<file path="src/rtl/seg7_counter_mux.sv">
// N-digit BCD up/down counter with programmable prescaler and a time-multiplexed 7-segment scan.
// tick is combinational off the prescaler; digits, wrap, segments and digit_sel are registered.
module seg7_counter_mux #(
    parameter int          NUM_DIGITS = 4,
    parameter logic [23:0] MAX_COUNT  = 24'd10_000_000,
    parameter logic [15:0] SCAN_DIV   = 16'd10_000,
    parameter bit          BLANK_LZ   = 1'b1
) (
    input  logic                    clk,
    input  logic                    rst_n,
    input  logic                    ena,
    input  logic [7:0]              cmp_in,
    input  logic                    run,
    input  logic                    up_dn,
    input  logic                    clear,
    output logic [6:0]              segments,
    output logic [NUM_DIGITS-1:0]   digit_sel,
    output logic [4*NUM_DIGITS-1:0] count_bcd,
    output logic                    tick,
    output logic                    wrap
);
    localparam int IW = (NUM_DIGITS > 1) ? $clog2(NUM_DIGITS) : 1;

    logic [23:0]              r_presc;
    logic [4*NUM_DIGITS-1:0]  r_digits;
    logic                     r_wrap;
    logic [15:0]              r_scan_cnt;
    logic [IW-1:0]            r_idx;
    logic [NUM_DIGITS-1:0]    r_digit_sel;
    logic [6:0]               r_segments;

    logic [23:0]              w_cmp;
    logic                     w_tick;
    logic [4*NUM_DIGITS-1:0]  w_digits_nxt;
    logic                     w_ripple;
    logic [NUM_DIGITS-1:0]    w_lz;
    logic                     w_zacc;
    logic                     w_scan_end;
    logic [IW-1:0]            w_idx_nxt;
    logic [3:0]               w_sel_dig;
    logic                     w_sel_blank;
    logic [NUM_DIGITS-1:0]    w_sel_onehot;
    logic [6:0]               w_seg_nxt;

    function automatic logic [6:0] f_decode(input logic [3:0] d);
        case (d)
            4'd0:    f_decode = 7'b0111111;
            4'd1:    f_decode = 7'b0000110;
            4'd2:    f_decode = 7'b1011011;
            4'd3:    f_decode = 7'b1001111;
            4'd4:    f_decode = 7'b1100110;
            4'd5:    f_decode = 7'b1101101;
            4'd6:    f_decode = 7'b1111101;
            4'd7:    f_decode = 7'b0000111;
            4'd8:    f_decode = 7'b1111111;
            4'd9:    f_decode = 7'b1101111;
            default: f_decode = 7'b0000000;
        endcase
    endfunction

    // >= rather than == so a lowered compare value expires immediately instead of overrunning
    assign w_cmp  = (cmp_in == 8'd0) ? MAX_COUNT : {6'b0, cmp_in, 10'b0};
    assign w_tick = rst_n & ena & run & ~clear & (r_presc >= w_cmp);

    // Single-cycle ripple; w_ripple survives the loop only if every digit rolled over
    always_comb begin
        w_digits_nxt = r_digits;
        w_ripple     = 1'b1;
        for (int i = 0; i < NUM_DIGITS; i++) begin
            if (w_ripple) begin
                if (up_dn) begin
                    if (r_digits[4*i +: 4] == 4'd9) begin
                        w_digits_nxt[4*i +: 4] = 4'd0;
                    end else begin
                        w_digits_nxt[4*i +: 4] = r_digits[4*i +: 4] + 4'd1;
                        w_ripple               = 1'b0;
                    end
                end else begin
                    if (r_digits[4*i +: 4] == 4'd0) begin
                        w_digits_nxt[4*i +: 4] = 4'd9;
                    end else begin
                        w_digits_nxt[4*i +: 4] = r_digits[4*i +: 4] - 4'd1;
                        w_ripple               = 1'b0;
                    end
                end
            end
        end
    end

    always_ff @(posedge clk or negedge rst_n) begin
        if (!rst_n) begin
            r_presc  <= '0;
            r_digits <= '0;
            r_wrap   <= 1'b0;
        end else if (ena) begin
            if (clear) begin
                r_presc  <= '0;
                r_digits <= '0;
                r_wrap   <= 1'b0;
            end else if (run) begin
                if (w_tick) begin
                    r_presc  <= '0;
                    r_digits <= w_digits_nxt;
                    r_wrap   <= w_ripple;
                end else begin
                    r_presc  <= r_presc + 24'd1;
                    r_wrap   <= 1'b0;
                end
            end else begin
                r_wrap <= 1'b0;
            end
        end
    end

    // w_lz[i]: digit i and everything above it are zero
    always_comb begin
        w_lz   = '0;
        w_zacc = 1'b1;
        for (int i = NUM_DIGITS - 1; i >= 0; i--) begin
            w_zacc  = w_zacc & (r_digits[4*i +: 4] == 4'd0);
            w_lz[i] = w_zacc;
        end
    end

    assign w_scan_end = (r_scan_cnt == SCAN_DIV - 16'd1);
    assign w_idx_nxt  = (r_idx == IW'(NUM_DIGITS - 1)) ? '0 : r_idx + 1'b1;

    always_comb begin
        w_sel_dig    = 4'd0;
        w_sel_blank  = 1'b0;
        w_sel_onehot = '0;
        for (int i = 0; i < NUM_DIGITS; i++) begin
            if (w_idx_nxt == IW'(i)) begin
                w_sel_dig       = r_digits[4*i +: 4];
                w_sel_blank     = BLANK_LZ && (i != 0) && w_lz[i];
                w_sel_onehot[i] = 1'b1;
            end
        end
    end

    assign w_seg_nxt = w_sel_blank ? 7'd0 : f_decode(w_sel_dig);

    always_ff @(posedge clk or negedge rst_n) begin
        if (!rst_n) begin
            r_scan_cnt  <= '0;
            r_idx       <= '0;
            r_digit_sel <= '0;
            r_segments  <= '0;
        end else if (ena) begin
            if (w_scan_end) begin
                r_scan_cnt  <= '0;
                r_idx       <= w_idx_nxt;
                r_digit_sel <= w_sel_onehot;
                r_segments  <= w_seg_nxt;
            end else begin
                r_scan_cnt  <= r_scan_cnt + 16'd1;
            end
        end
    end

    assign segments  = r_segments;
    assign digit_sel = r_digit_sel;
    assign count_bcd = r_digits;
    assign tick      = w_tick;
    assign wrap      = r_wrap;
endmodule

</file>
<file path="config.mk">
export PLATFORM = sky130hd
export DESIGN_NAME = seg7_counter_mux
export DESIGN_NICKNAME = d
export VERILOG_FILES = /design/src/rtl/seg7_counter_mux.sv
export SDC_FILE = /design/constraint.sdc
export NUM_CORES = 1
export LEC_CHECK = 0
export ABC_AREA = 1
export CORE_UTILIZATION = 55
export CTS_CLUSTER_DIAMETER = 80
export CTS_CLUSTER_SIZE = 40
export DETAILED_ROUTE_END_ITERATION = 16
export GPL_TIMING_DRIVEN = 0
export HOLD_SLACK_MARGIN = 0.06
export PLACE_DENSITY = 0.76
export SLEW_MARGIN = 5
export SYNTH_ARGS = -nofsm -noshare
export SYNTH_HDL_FRONTEND = slang
export SYNTH_SLANG_ARGS = --single-unit
</file>
<file path="constraint.sdc">
create_clock -name clk -period 3.2 [get_ports clk]
set_clock_uncertainty 0.15 [all_clocks]
set_input_delay 0.48 -clock clk [delete_from_list [all_inputs] [get_ports clk]]
set_output_delay 0.48 -clock clk [all_outputs]
set_load 0.01 [all_outputs]
</file>
# ---- Yosys cells after proc, flatten, opt, wreduce, memory -nomap -nowiden
# Memory sizes are Yosys's and may differ from the RTL's.
# Cells that the tools add are included.
# W data, S select, Z words.
dict set report op_classes {
  add_sub_neg 11
  n_lt_le_gt_ge 1
  n_eq_ne 9
  mux 54
  bitwise 7
  n_reduce_logical 17
}
# operator n
set op_table {}
lappend op_table {{$mux W24} 4}
lappend op_table {{$mux W4} 19}
lappend op_table {{$mux W16} 4}
lappend op_table {{$mux W1} 25}
lappend op_table {{$add A24 B1 Y24 const B} 1}
lappend op_table {{$ge A24 B24 Y1} 1}
lappend op_table {{$add A16 B1 Y16 const B} 1}
lappend op_table {{$add A4 B1 Y4 const B} 4}
lappend op_table {{$eq A16 B14 Y1 const B} 1}
lappend op_table {{$eq A4 B4 Y1 const B} 4}
lappend op_table {{$logic_not A4 Y1} 4}
lappend op_table {{$sub A4 B1 Y4 const B} 4}
lappend op_table {{$reduce_and A4 Y1} 3}
lappend op_table {{$reduce_bool A2 Y1} 5}
lappend op_table {{$logic_not A8 Y1} 1}
lappend op_table {{$mux W7} 1}
lappend op_table {{$and A1 B1 Y1} 6}
lappend op_table {{$eq A2 B2 Y1 const B} 3}
lappend op_table {{$reduce_and A2 Y1} 2}
lappend op_table {{$reduce_and A3 Y1} 1}
lappend op_table {{$add A2 B1 Y2 const B} 1}
lappend op_table {{$eq A2 B1 Y1 const B} 1}
lappend op_table {{$logic_not A2 Y1} 1}
lappend op_table {{$mux W2} 1}
lappend op_table {{$not A1 Y1} 1}
dict set report totals {
  regBits 70
  mem_bits_ro 112
  inputBits 14
  output_inout_bits 29
  elab_cells 110
  memories 1
}
# name depth width read_ports rd_clocked_by_memory_dff write_ports line
set memory_table {}
lappend memory_table {{(no name shown)} 16 7 1 0 0 46} ;# case (d)

# ---- Depth between registers and ports, before layout
dict set report depth {
  depth_word 9
  depth_mapped 19
  depth_no_buf 18
}

# ---- Least setup slack after synthesis
# No wires, ideal clock.
dict set report synth_timing {
  kind {input to output}
  startpoint {in cmp_in[2]}
  endpoint {out tick}
  t_arrival_ns 2.066
  required_time_ns 2.570
  slack_ns 0.504
  stages 13
  path_buffers 0
  path_cell_list {nor4_1 > nand4_1 > inv_1 > nor2_1 > ha_1 > nand2_1 > nor2_1 > nand3_1 > nor2_1 > nand2_1 > nand3_2 > nand2_4 > inv_1}
}
dict set report synth_between {
  elab_chain_len 4
}
# element line
set synth_rtl {}
lappend synth_rtl {{start, declared} 12} ;# input logic [7:0] cmp_in,
lappend synth_rtl {{$logic_not A8 Y1} 62} ;# assign w_cmp = (cmp_in == 8'd0) ? MAX_COUNT : {6'b0, cmp_in, 10'b0};
lappend synth_rtl {{$mux W24 *} 62}
lappend synth_rtl {{$ge A24 B24 Y1 *} 63} ;# assign w_tick = rst_n & ena & run & ~clear & (r_presc >= w_cmp);
lappend synth_rtl {{$and A1 B1 Y1 *} 63}
lappend synth_rtl {{end, declared} 19} ;# output logic tick,
# Every way passes the cells marked *; elsewhere a longest branch is shown, timed or not.

# ---- Worst setup path after layout
dict set report layout_timing {
  startpoint {in cmp_in[5]}
  endpoint {out tick}
}
# Same word-level chain as after synthesis.

==> reports/results.ini <==
[status]
status=completed

[clocking]
cts.sinks=70
ctsRootBufferMaster=clkbuf_8
h-tree-depth=3
cts_inserted_buffers=9
cts_max_path_buffers=2
worstSkewPairLatency_ns=0.36
cts.clk_slew.worst_paths_ns=0.09
cts_tree=done

[detailed_routing]
drtIter0Drc=243
routed_via_density=5.63
dr.pass1.iters=8
wl_per_cell_um=14.8
drc=0
via_count=4916
detail-route-antenna-nets=0
route.final.wire_length_um=12900

[timing]
setup_violations=0
grt_setup_unrepaired=false
worst_pin_slew_ns=0.647
relSlewSlack_pct=56.9
fmax_ghz=0.333
hold_ws_ns=0.319
hold_viol_final=0
finalCritPeriodShare_pct=94.0
slew_violations=0
tns_ns=0
min_period_ns=3.01

[global_routing]
grt_max_degree=56
antenna_found_initial=0
globalRouteTotalUtil_pct=27.6
overflow=0
grt_pass1_wl_um=21700
first_global_vias=4758

[synthesis]
synth_adder_area_share_pct=9.15
netlist_instances=694
synth_compound_area_share_pct=11.8
synth_top_area_cell=dfrtp_1
yosysMostFrequentCell=nand2_1
synth_top_family_by_area=simple AND/OR/NAND/NOR gates
synth_xor_area_share_pct=4.05
ys_types=50
synth.area.top_cells=dfrtp_1 (34%), nand2_1 (11%), ha_1 (9.2%)
synth_edf_count=0
yosys_register_bits=70
synth_fp_nets=746
syn_area_mm2=0.00520
synth_top_area_share_pct=33.7
synth_mux_area_share_pct=0
ys_seq_area_share_pct=33.7
synthSimpleGateAreaFrac_pct=32.1
async_reset_ff_share_pct=100
yosys_warnings=0
synth_top_flop_cell=dfrtp_1
synth.avg_cell_area_um2=7.49
synthTopCellsByCount=nand2_1 (157), inv_1 (79), dfrtp_1 (70)

[critical_path]
cpMostUsedCell=nand2_1
critPathTopFamily=simple AND/OR/NAND/NOR gates
crit_slowest_cell=ha_1
crit_cells=18
required_ns=2.57
rr_endpoint=segments[6]$_DFFE_PN0P_
reg2reg_from=r_idx[0]$_DFFE_PN0P_
path_max_fanout=3
cp.arrival_ns=2.38
r2r_setup_slack_ns=0.50
crit_type=input port to output pin
crit_path_end_kind=output pin
crit_chain=clkdlybuf4s15_1 -> nor4_2 -> nand4_1 -> inv_2 -> buf_6 -> nor2_1 -> ha_1 -> nand2_1 -> inv_2 -> nand2_1 -> nand2_1 -> nand2_1 -> nand2_1 -> nand2_1 -> nand3_2 -> nand2_4 -> inv_1 -> buf_2
cp-endpoint=tick
slowest_delay_ns=0.28
critPathLaunchType=input port
reg2reg_depth=12
crit_start=cmp_in[5]
crit_buf_inv=6

[placed_design]
place_area_mm2=0.00578
hpwl_um=9560
io_buffer_count=42
dp_cells=848
gp_congestion=0.915

[cells_and_area]
fin_area_mm2=0.00609
layout.nets=809
area_growth_pct=17.3
fin_cells=873
drive_gt1_share_pct=14.7
antenna_cells=0
n_fill_cell=803

[hold_path]
worstHoldStart=r_scan_cnt[14]$_DFFE_PN0P_
hold_path_class=register to register

[pwr]
p_leak_uw=0.00316
switchingPower_uw=1050
p_sw_share_pct=37.9
clock_power_share_pct=26.8
ir_drop_mv=0.301
p_comb_share_pct=32.9
fin_total_pwr_uw=2780
seq_power_share_pct=40.3
power_density_mw_per_mm2=457
power.internal_uw=1730

[die]
rows=35
fp.dieH_um=99.2
die_area_mm2=0.00984
ioPinCount=43
core_area_mm2=0.00920
initial_core_util_pct=56.5
die_x_um=99.2

[run]
maxCapViolations=0

==> layout make-up <==
type / instances / area, um^2 / area share (%)
plain buffers: 20 / 126 / 2.07
flip-flops and latches: 70 / 1750 / 28.7
clock inverters: 7 / 77.6 / 1.27
multi-input cells: 512 / 3010 / 49.4
inverters: 92 / 347 / 5.69
well taps: 111 / 139 / 2.28
repair buffers: 52 / 517 / 8.48
clock buffers: 9 / 124 / 2.03
==> flip-flops by register name, indices dropped and copies added, names as in the netlist <==
register	flops
count_bcd	16
segments	7
digit_sel	4
r_presc	24
wrap	1
r_idx	2
r_scan_cnt	16
==> cell families after synthesis <==
family,Yosys count
compound gates,104
xor+xnor,24
fa+ha+maj,38
buf+inv,112
flops,70
simple gates,346
==> how the worst min path moves through the flow <==
stage | endpoint | slack, ns | cells after the start
final | r_scan_cnt[14]$_DFFE_PN0P_ | 0.32 | 1
after global routing | r_scan_cnt[14]$_DFFE_PN0P_ | 0.34 | 1
after CTS | r_scan_cnt[14]$_DFFE_PN0P_ | 0.33 | 1
after detailed placement | r_scan_cnt[14]$_DFFE_PN0P_ | 0.22 | 1
after global placement | r_scan_cnt[14]$_DFFE_PN0P_ | 0.31 | 1
after floorplan | count_bcd[0]$_DFFE_PN0P_ | 0.03 | 0
==> power by group through the flow <==
stage               logic, uW  registers [uW]  clock network (uW)
global placement          863            1130                   0
floorplan                 606            1120                   0
finish                    914            1120                 747
detailed placement        901            1140                   0
CTS                       908            1120                 766
global route             1030            1140                 801
==> repair_timing <==
action	in CTS	in global routing
hold endpoints to repair	16	0
hold buffers	1	0
gates resized for setup	15	15
setup endpoints to repair	1	1
pin swaps	6	7
buffers inserted	6	2
==> placed cells by master (no fill, tap or decap), drive strengths merged, types with 2 or more instances in the layout <==
cell type,synthesis,routed
a211oi,3,3
a21oi,46,46
buf,14,25
clkbuf,6,17
clkdlybuf4s50,0,32
clkinv,2,3
dfrtp,70,70
dlymetal6s2s,0,4
ha,38,38
inv,90,94
nand2,167,167
nand3,62,62
nand3b,3,3
nand4,27,27
nor2,54,54
nor3,22,22
nor4,5,5
o211ai,6,6
o21ai,38,38
o21bai,3,3
o22ai,2,2
or2,2,2
xnor2,4,4
xor2,20,20
==> worst reg2reg max path, delay by kind of cell, from the launching register on <==
family                   cells  cell delay, ns
AND/OR/NAND/NOR              5            0.64
flip-flops                   1            0.44
adder cells (fa/ha/maj)      2            0.41
buffers and inverters        3            0.49
AO/OA/AOI/OAI                2            0.48
==> stage by stage <==
stage	setup WS, ns	utilization, %
detailed placement	-0.822	62.9
CTS	0.00170	66.0
global route	0.00979	66.3
global placement	-1.91	62.6
floorplan	0.504	-
finish	0.193	66.3
==> layer usage <==
| metal | GRT usage [%] | vias to the layer above | wire length, um |
|---|---|---|---|
| li1 | - | 2424 | - |
| met1 | 36.1 | 2302 | 5730 |
| met2 | 46.0 | 157 | 6160 |
| met3 | 4.50 | 33 | 735 |
| met4 | 10.7 | 0 | 269 |
| met5 | 0 | - | 0 |
No activity file was read; power rests on OpenSTA's default activity.
